**src/rtl/rvsteel_spi_target_if.sv**
```systemverilog
// Bundle of the SPI pad signals and the byte-level local interface of rvsteel_spi_target.
//   slave  : the target itself (drives poci/poci_oe, tx_ready, rx_*, tx_underrun, busy).
//   master : the controller plus local logic (drives cpol/cpha, sclk, pico, cs, tx_data/tx_valid).
interface rvsteel_spi_target_if;
   logic       cpol;
   logic       cpha;
   logic       sclk;
   logic       pico;
   logic       cs;
   logic       poci;
   logic       poci_oe;
   logic [7:0] tx_data;
   logic       tx_valid;
   logic       tx_ready;
   logic [7:0] rx_data;
   logic       rx_valid;
   logic       tx_underrun;
   logic       busy;

   modport slave (
      input  cpol, cpha, sclk, pico, cs, tx_data, tx_valid,
      output poci, poci_oe, tx_ready, rx_data, rx_valid, tx_underrun, busy
   );

   modport master (
      output cpol, cpha, sclk, pico, cs, tx_data, tx_valid,
      input  poci, poci_oe, tx_ready, rx_data, rx_valid, tx_underrun, busy
   );
endinterface

```
**src/rtl/rvsteel_spi_target.sv**
```systemverilog
// SPI target for the RVSteel SPI controller. Oversamples sclk/pico/cs in the local clock
// domain, supports CPOL/CPHA modes 0-3 with 8-bit MSB-first frames.
// Ports:
//   clock    system clock, at least 8x sclk
//   reset_n  asynchronous active-low reset
//   bus      rvsteel_spi_target_if.slave: SPI pads (cpol, cpha, sclk, pico, cs, poci, poci_oe)
//            and local byte interface (tx_data/tx_valid/tx_ready, rx_data/rx_valid,
//            tx_underrun, busy)
module rvsteel_spi_target #(
   parameter logic [7:0] TX_IDLE_BYTE = 8'hFF
) (
   input logic                 clock,
   input logic                 reset_n,
   rvsteel_spi_target_if.slave bus
);

   typedef enum logic {StIdle, StActive} state_e;

   state_e state_q, state_d;

   // Synchronizers; the *_prev_q stage exists only for edge detection.
   logic sclk_meta_q, sclk_sync_q, sclk_prev_q;
   logic pico_meta_q, pico_sync_q;
   logic cs_meta_q, cs_sync_q, cs_prev_q;

   // fill_q marks when the cs chain holds real pad samples rather than reset values; a frame
   // is only accepted once cs has been seen high after that, so a cs already low at reset
   // release is ignored until it toggles.
   logic [1:0] fill_q;
   logic       armed_q;

   logic [2:0] bit_cnt_q, bit_cnt_d;
   logic [7:0] rx_shift_q, rx_shift_d;
   logic [7:0] rx_data_q, rx_data_d;
   logic       rx_pend_q, rx_pend_d;
   logic       rx_valid_q;
   logic [7:0] tx_shift_q, tx_shift_d;
   logic [7:0] hold_q, hold_d;
   logic       hold_full_q, hold_full_d;
   logic       underrun_q, underrun_d;

   logic sclk_rise, sclk_fall, lead_edge, trail_edge, sample_edge, shift_edge, cs_fall;
   logic start, stop, sample, shift, active;
   logic last_bit, load, shift_left, write;

   always_ff @(posedge clock or negedge reset_n) begin
      if (!reset_n) begin
         sclk_meta_q <= 1'b0;
         sclk_sync_q <= 1'b0;
         sclk_prev_q <= 1'b0;
         pico_meta_q <= 1'b0;
         pico_sync_q <= 1'b0;
         cs_meta_q   <= 1'b1;
         cs_sync_q   <= 1'b1;
         cs_prev_q   <= 1'b1;
         fill_q      <= 2'b00;
         armed_q     <= 1'b0;
      end else begin
         sclk_meta_q <= bus.sclk;
         sclk_sync_q <= sclk_meta_q;
         sclk_prev_q <= sclk_sync_q;
         pico_meta_q <= bus.pico;
         pico_sync_q <= pico_meta_q;
         cs_meta_q   <= bus.cs;
         cs_sync_q   <= cs_meta_q;
         cs_prev_q   <= cs_sync_q;
         fill_q      <= {fill_q[0], 1'b1};
         if (fill_q[1] && cs_sync_q) begin
            armed_q <= 1'b1;
         end
      end
   end

   assign sclk_rise   = sclk_sync_q & ~sclk_prev_q;
   assign sclk_fall   = ~sclk_sync_q & sclk_prev_q;
   assign lead_edge   = bus.cpol ? sclk_fall : sclk_rise;
   assign trail_edge  = bus.cpol ? sclk_rise : sclk_fall;
   assign sample_edge = bus.cpha ? trail_edge : lead_edge;
   assign shift_edge  = bus.cpha ? lead_edge : trail_edge;
   assign cs_fall     = armed_q & cs_prev_q & ~cs_sync_q;

   // FSM state register
   always_ff @(posedge clock or negedge reset_n) begin
      if (!reset_n) begin
         state_q <= StIdle;
      end else begin
         state_q <= state_d;
      end
   end

   // FSM next state
   always_comb begin
      state_d = state_q;
      unique case (state_q)
         StIdle:   if (cs_fall)   state_d = StActive;
         StActive: if (cs_sync_q) state_d = StIdle;
      endcase
   end

   // FSM outputs; sclk edges only count while cs is still low
   always_comb begin
      start  = 1'b0;
      stop   = 1'b0;
      sample = 1'b0;
      shift  = 1'b0;
      active = 1'b0;
      unique case (state_q)
         StIdle: start = cs_fall;
         StActive: begin
            active = 1'b1;
            if (cs_sync_q) begin
               stop = 1'b1;
            end else begin
               sample = sample_edge;
               shift  = shift_edge;
            end
         end
      endcase
   end

   assign last_bit = (bit_cnt_q == 3'd7);
   // cpha=0 reloads on the shift edge that opens a byte; cpha=1 reloads on the sample edge
   // that closes one and then holds on the following shift edge (bit_cnt==0).
   assign load       = start | (bus.cpha ? (sample & last_bit)
                                         : (shift & (bit_cnt_q == 3'd0)));
   assign shift_left = shift & (bit_cnt_q != 3'd0);
   assign write      = bus.tx_valid & ~hold_full_q;

   always_comb begin
      bit_cnt_d   = bit_cnt_q;
      rx_shift_d  = rx_shift_q;
      rx_data_d   = rx_data_q;
      rx_pend_d   = 1'b0;
      tx_shift_d  = tx_shift_q;
      hold_d      = hold_q;
      hold_full_d = hold_full_q;
      underrun_d  = 1'b0;

      if (start || stop) begin
         bit_cnt_d = 3'd0;
      end else if (sample) begin
         bit_cnt_d  = bit_cnt_q + 3'd1;
         rx_shift_d = {rx_shift_q[6:0], pico_sync_q};
         if (last_bit) begin
            rx_data_d = {rx_shift_q[6:0], pico_sync_q};
            rx_pend_d = 1'b1;
         end
      end

      if (load) begin
         tx_shift_d  = hold_full_q ? hold_q : TX_IDLE_BYTE;
         hold_full_d = 1'b0;
         underrun_d  = ~hold_full_q;
      end else if (shift_left) begin
         tx_shift_d = {tx_shift_q[6:0], 1'b0};
      end

      // A write in the load cycle lands after the load has taken the old contents.
      if (write) begin
         hold_d      = bus.tx_data;
         hold_full_d = 1'b1;
      end
   end

   always_ff @(posedge clock or negedge reset_n) begin
      if (!reset_n) begin
         bit_cnt_q   <= 3'd0;
         rx_shift_q  <= 8'h00;
         rx_data_q   <= 8'h00;
         rx_pend_q   <= 1'b0;
         rx_valid_q  <= 1'b0;
         tx_shift_q  <= 8'h00;
         hold_q      <= 8'h00;
         hold_full_q <= 1'b0;
         underrun_q  <= 1'b0;
      end else begin
         bit_cnt_q   <= bit_cnt_d;
         rx_shift_q  <= rx_shift_d;
         rx_data_q   <= rx_data_d;
         rx_pend_q   <= rx_pend_d;
         rx_valid_q  <= rx_pend_q;
         tx_shift_q  <= tx_shift_d;
         hold_q      <= hold_d;
         hold_full_q <= hold_full_d;
         underrun_q  <= underrun_d;
      end
   end

   assign bus.poci        = active & tx_shift_q[7];
   assign bus.poci_oe     = active;
   assign bus.busy        = active;
   assign bus.tx_ready    = ~hold_full_q;
   assign bus.rx_data     = rx_data_q;
   assign bus.rx_valid    = rx_valid_q;
   assign bus.tx_underrun = underrun_q;

endmodule
```
**src/flat_wrapper.sv**
```systemverilog
// flat-port wrapper written by rule: the top's interface ports become plain ports
module rvsteel_spi_target_flat 
#(
   parameter logic [7:0] TX_IDLE_BYTE = 8'hFF
)
  (clock, reset_n, bus_cpol, bus_cpha, bus_sclk, bus_pico, bus_cs, bus_tx_data, bus_tx_valid, bus_poci, bus_poci_oe, bus_tx_ready, bus_rx_data, bus_rx_valid, bus_tx_underrun, bus_busy);
  rvsteel_spi_target_if bus_i ();
  input logic clock;
  input logic reset_n;
  input wire logic [$bits(bus_i.cpol)-1:0] bus_cpol;
  input wire logic [$bits(bus_i.cpha)-1:0] bus_cpha;
  input wire logic [$bits(bus_i.sclk)-1:0] bus_sclk;
  input wire logic [$bits(bus_i.pico)-1:0] bus_pico;
  input wire logic [$bits(bus_i.cs)-1:0] bus_cs;
  input wire logic [$bits(bus_i.tx_data)-1:0] bus_tx_data;
  input wire logic [$bits(bus_i.tx_valid)-1:0] bus_tx_valid;
  output wire logic [$bits(bus_i.poci)-1:0] bus_poci;
  output wire logic [$bits(bus_i.poci_oe)-1:0] bus_poci_oe;
  output wire logic [$bits(bus_i.tx_ready)-1:0] bus_tx_ready;
  output wire logic [$bits(bus_i.rx_data)-1:0] bus_rx_data;
  output wire logic [$bits(bus_i.rx_valid)-1:0] bus_rx_valid;
  output wire logic [$bits(bus_i.tx_underrun)-1:0] bus_tx_underrun;
  output wire logic [$bits(bus_i.busy)-1:0] bus_busy;
  assign bus_i.cpol = bus_cpol;
  assign bus_i.cpha = bus_cpha;
  assign bus_i.sclk = bus_sclk;
  assign bus_i.pico = bus_pico;
  assign bus_i.cs = bus_cs;
  assign bus_i.tx_data = bus_tx_data;
  assign bus_i.tx_valid = bus_tx_valid;
  assign bus_poci = bus_i.poci;
  assign bus_poci_oe = bus_i.poci_oe;
  assign bus_tx_ready = bus_i.tx_ready;
  assign bus_rx_data = bus_i.rx_data;
  assign bus_rx_valid = bus_i.rx_valid;
  assign bus_tx_underrun = bus_i.tx_underrun;
  assign bus_busy = bus_i.busy;
  rvsteel_spi_target #(.TX_IDLE_BYTE(TX_IDLE_BYTE)) u_core (.clock(clock), .reset_n(reset_n), .bus(bus_i));
endmodule
```
**config.mk**
```make
export PLATFORM = sky130hd
export DESIGN_NAME = rvsteel_spi_target_flat
export DESIGN_NICKNAME = d
export VERILOG_FILES = /design/src/rtl/rvsteel_spi_target_if.sv /design/src/rtl/rvsteel_spi_target.sv /design/src/flat_wrapper.sv
export SDC_FILE = /design/constraint.sdc
export NUM_CORES = 1
export LEC_CHECK = 0
export CELL_PAD_IN_SITES_DETAIL_PLACEMENT = 0
export CELL_PAD_IN_SITES_GLOBAL_PLACEMENT = 1
export CORE_UTILIZATION = 30
export CTS_CLUSTER_DIAMETER = 100
export DETAILED_ROUTE_END_ITERATION = 12
export HOLD_SLACK_MARGIN = 0.02
export PLACE_DENSITY_LB_ADDON = 0.12
export SLEW_MARGIN = 10
export SYNTH_ARGS = -nofsm -noshare
export SYNTH_HDL_FRONTEND = slang
export SYNTH_SLANG_ARGS = --single-unit
```
**constraint.sdc**
```tcl
create_clock -name clock -period 3.3 [get_ports clock]
set_input_delay 0.66 -clock clock [delete_from_list [all_inputs] [get_ports clock]]
set_output_delay 0.66 -clock clock [all_outputs]
set_load 0.005 [all_outputs]
```
-- Word level (Yosys, flattened, before mapping)
Cells that the tools add are included.
- register bits after elaboration: 50
- output and inout port bits: 14
- input bits: 16
- logic and storage cells: 74
- equal/unequal tests: 1
- reductions and logical operators: 9
- add/subtract/negate cells: 1
- bitwise logic cells: 16
- muxes and demuxes: 27
- operators with widths (cell ; number):
    8-bit two-way mux ; 3
    1-bit two-way mux ; 21
    1-bit AND ; 9
    3-bit two-way mux ; 2
    1-bit inverter ; 6
    2-bit nonzero test ; 3
    3-bit by 1-bit adder with 3-bit output (second input constant) ; 1
    3-bit == test (second input constant) ; 1
    3-bit zero test ; 1
    3-bit AND reduction ; 1
    3-bit nonzero test ; 1
    1-bit one-hot mux with 2 select lines ; 1
    2-bit AND reduction ; 1
    1-bit logical AND ; 1
    1-bit logical OR ; 1
    1-bit bitwise OR ; 1

-- Logic depth before layout (Yosys ltp)
- depth in word-level cells: 11
- gate-level depth with buffers: 8

-- Worst setup path before layout
Ideal clock, no wire load.
- path kind: input -> register
- start: input port bus_cpol
- end: register u_core.tx_shift_q[1]
- buffers on the path: 1
- stages on the path: 6
- arrival time: 1747 ps
- required time: 3174 ps
- slack: 1427 ps
- path through: xor2_1 mux2i_1 nor3_4 nor2b_2 buf_6 a221o_1
- cells in the longest elaborated chain, start to end: 8
- elaborated cells on any way between the ends: 15
- ends and longest elaborated chain (element ; line ; source):
    from (decl) ; flat_wrapper.sv:10 ; input wire logic [$bits(bus_i.cpol)-1:0] bus_cpol;
    1-bit two-way mux, on equally long branches ; rvsteel_spi_target.sv:77, rvsteel_spi_target.sv:76 ;
    1-bit two-way mux, on equally long branches ; rvsteel_spi_target.sv:79, rvsteel_spi_target.sv:78 ;
    1-bit two-way mux ; rvsteel_spi_target.sv:111 ; if (cs_sync_q) begin
    1-bit two-way mux ; rvsteel_spi_target.sv:107 ; unique case (state_q)
    1-bit AND, on equally long branches ; rvsteel_spi_target.sv:125, rvsteel_spi_target.sv:124 ;
    1-bit two-way mux ; rvsteel_spi_target.sv:124 ; assign load = start | (bus.cpha ? (sample & last_bit)
    1-bit bitwise OR ; rvsteel_spi_target.sv:124 ;
    8-bit two-way mux or 2-bit nonzero test (tied branches) ; n/a ;
    to (signal assigned) ; rvsteel_spi_target.sv:182 ; tx_shift_q <= tx_shift_d;
    to (decl) ; rvsteel_spi_target.sv:37 ; logic [7:0] tx_shift_q, tx_shift_d;
Parallel ways exist; a longest one is shown, timed or not.
A chain may end at the register's enable or synchronous reset.

-- Worst setup path in the final report
- start: input port bus_cpol
- end: register u_core.tx_shift_q[7]
Same word-level chain as after synthesis.

==> metrics <==
top post-synthesis cells by area=dfrtp_1 (60%), mux2_1 (7.5%), dfstp_2 (4.0%); clock skew=10.5 ps; gpl congestion=0.695; CP Capture Type=register; PD cells=598 nW/um^2; CTS clk-pin slew, worst paths=90 ps; IO Pins=30; Non-Filler Instances=258; r2r endpoint=u_core.tx_shift_q[7]; initial DRC count=42; Final TNS setup=0 ps; WS Path Type=in -> reg; Die X=82.6 um; Worst EP arrival=2410 ps; CP top delay family=compound AO/OA/AOI/OAI gates; crit-path cells=clkdlybuf4s50_1 -> mux2i_1 -> o31a_1 -> nor2b_2 -> a221o_1; Synth Register Bits=50; worst-path fanout max=11; root buffer cell=clkbuf_8; CP Launch Type=input port; Detailed Place HPWL=2290 um; highest clock rate=460 MHz; post-synthesis cell type count=30; HP Class=reg -> reg; Syn Area/Cell=13.1 sq um; post-cts gate resize count=0; cells after synthesis=149; Num CTS Buffers=5; Worst Setup SP=bus_cpol; Hold-fix buffers, CTS=0; DRC violations left=0; Synth area leader=dfrtp_1; Antenna Nets Post-Route=0; register area share after synthesis=0.643; CTS tree=built; Synth warnings=0; overall power=0.00143 W; unrepaired setup endpoints after global routing=no; Pre-Repair DR Iteration Count=3; post-place instance area=2310 sq um; Hold Violations, Final=0; setup repair bufs after CTS=0; Inst Count DP=250; gr ovfl total=0; Tmin final=2170 ps; Leak=1.12 nW; initial core utilization=0.309; Worst-Skew Late Latency=300 ps; first-pass GRT wire length=5900 um; total wire length=3340 um; clock buffer depth=2; Placeable Area=6310 sq um; final number of setup-violating endpoints=0; number of cells on the critical path=5; internal reg-to-reg setup slack=1180 ps; share of layout cells above drive strength 1=0.116; worst path required time=3530 ps; crit share post-route=0.659; Area Overhead vs Synth=22.9%; Buffers & Inverters on Critical Path=1; fin area=2400 sq um; total global-route track usage=0.117; Slew HR=0.575; status=completed; Synth Cell Area=1950 sq um; Antenna Diode Count=0; H-tree depth=2; worst slew pin tran=637 ps; Post-Syn Nets=168; top cell type's share of synthesized area=0.603; CP max-delay cell=clkdlybuf4s50_1; largest net degree at the start of global routing=51; CP endpoint=u_core.tx_shift_q[7]; initial antenna violation count=0; # rows=29; fin nets=199; I/O Buffers=29; DR vias/cell=4.46; final core utilization=0.380; DIE AREA=6830 sq um; Slew Viols, Final=0; via count=1151; RR Startpoint=u_core.bit_cnt_q[0]; Sink Count=50; Worst path max stage delay=510 ps; die height=82.6 um; Max IR drop VDD=0.000241 V; Max Cap Viol=0; reg2reg path depth=7; vias in the first global route=1200; DR WL/cell=13.0 um
[sequential cells by signal (all words and copies together), names as in the netlist, 2 cells and up]
register / flops
u_core.bus.rx_data: 8
u_core.fill_q: 2
u_core.rx_shift_q: 7
u_core.hold_q: 8
u_core.tx_shift_q: 8
u_core.bit_cnt_q: 3
[layout by cell type (no fill, tap or decap)]
cell type        instances
a21o_1                   2
a221o_1                  7
nor2b_2                  1
a21oi_1                  7
o31a_1                   1
nor2b_1                  4
nor2_1                   3
o21ai_0                  9
nand2_1                 13
conb_1                   1
nor2_2                   1
dfrtp_1                 47
mux2i_1                  5
nand3_1                  1
nor3_4                   1
ha_1                     3
and2_1                   1
clkbuf_1                 1
mux2_2                   3
clkinv_4                 1
mux2_1                  13
buf_4                    3
nand2_2                  1
clkbuf_8                 5
dfstp_2                  3
clkdlybuf4s50_1         28
o2bb2ai_1                1
a21boi_0                 1
inv_1                   11
or2b_4                   1
clkinv_2                 1
xor2_1                   1
[power breakdown]
| part | internal, W | switching [W] |
|---|---|---|
| sequential | 0.000743 | 0.0000809 |
| combinational | 0.000140 | 0.000122 |
| clock | 0.000150 | 0.000198 |
| total | 0.00103 | 0.000401 |
[stage by stage]
| stage | hold slack (ps) | setup slack, ps |
|---|---|---|
| finish | 355 | 1130 |
| global route | 363 | 990 |
| CTS | 359 | 1100 |
| detailed placement | 337 | 789 |
| global placement | 332 | 845 |
| floorplan | 331 | 1430 |
[area by class of cell]
| type | instances | area, sq um |
|---|---|---|
| clock buffers | 6 | 72.6 |
| clock inverters | 2 | 13.8 |
| fillers | 658 | 3920 |
| inverters | 11 | 41.3 |
| multi-input cells | 81 | 616 |
| flip-flops and latches | 50 | 1250 |
| well taps | 77 | 96.3 |
| repair buffers | 31 | 303 |
[cell families (layout without fill, tap and decap cells)]
group | count (synthesis) | after routing | synth area share
adder cells (fa/ha/maj) | 3 | 3 | 0.0192
flip-flops | 50 | 50 | 0.643
XOR/XNOR | 1 | 1 | 0.00449
AND/OR/NAND/NOR | 27 | 27 | 0.0744
other | 1 | 1 | 0.00192
AO/OA/AOI/OAI | 28 | 28 | 0.0975
multiplexers | 21 | 21 | 0.118
buffers and inverters | 18 | 50 | 0.0410
[cell usage after synthesis, drive strengths merged]
master,number
nor2b,5
and2,1
mux2,16
conb,1
a21oi,7
nor2,4
dfstp,3
a21o,2
o31a,1
nand2,14
dfrtp,47
nand3,1
a221o,7
or2b,1
o2bb2ai,1
mux2i,5
clkbuf,4
ha,3
a21boi,1
xor2,1
o21ai,9
inv,11
nor3,1
buf,3
[worst reg2reg max path: stages (launching register included)]
cell and delay [ps]:
dfrtp_1 420, inv_1 70, ha_1 130, nor2b_1 280
mux2i_1 120, o31a_1 400, nor2b_2 270, a221o_1 320
[worst min-delay path by stage]
| stage | from | end | slack [ps] | depth (start not counted) |
|---|---|---|---|---|
| global placement | u_core.sclk_meta_q | u_core.sclk_sync_q | 330 | 0 |
| detailed placement | u_core.fill_q[0] | u_core.fill_q[1] | 340 | 0 |
| global route | u_core.cs_meta_q | u_core.cs_sync_q | 360 | 0 |
| finish | u_core.sclk_meta_q | u_core.sclk_sync_q | 350 | 0 |
| CTS | u_core.fill_q[0] | u_core.fill_q[1] | 360 | 0 |
| floorplan | u_core.rx_pend_q | u_core.bus.rx_valid | 330 | 0 |
[layer usage]
layer  share of wire  vias up  wire length (um)  global-route usage
met3           0.034        2               114              0.0418
li1                -      565                 -                   -
met5               0        -                 0                   0
met4          0.0075        0                25              0.0414
met2            0.47       19              1560               0.180
met1            0.49      565              1640               0.151
Power figures use the tool's default switching activity.
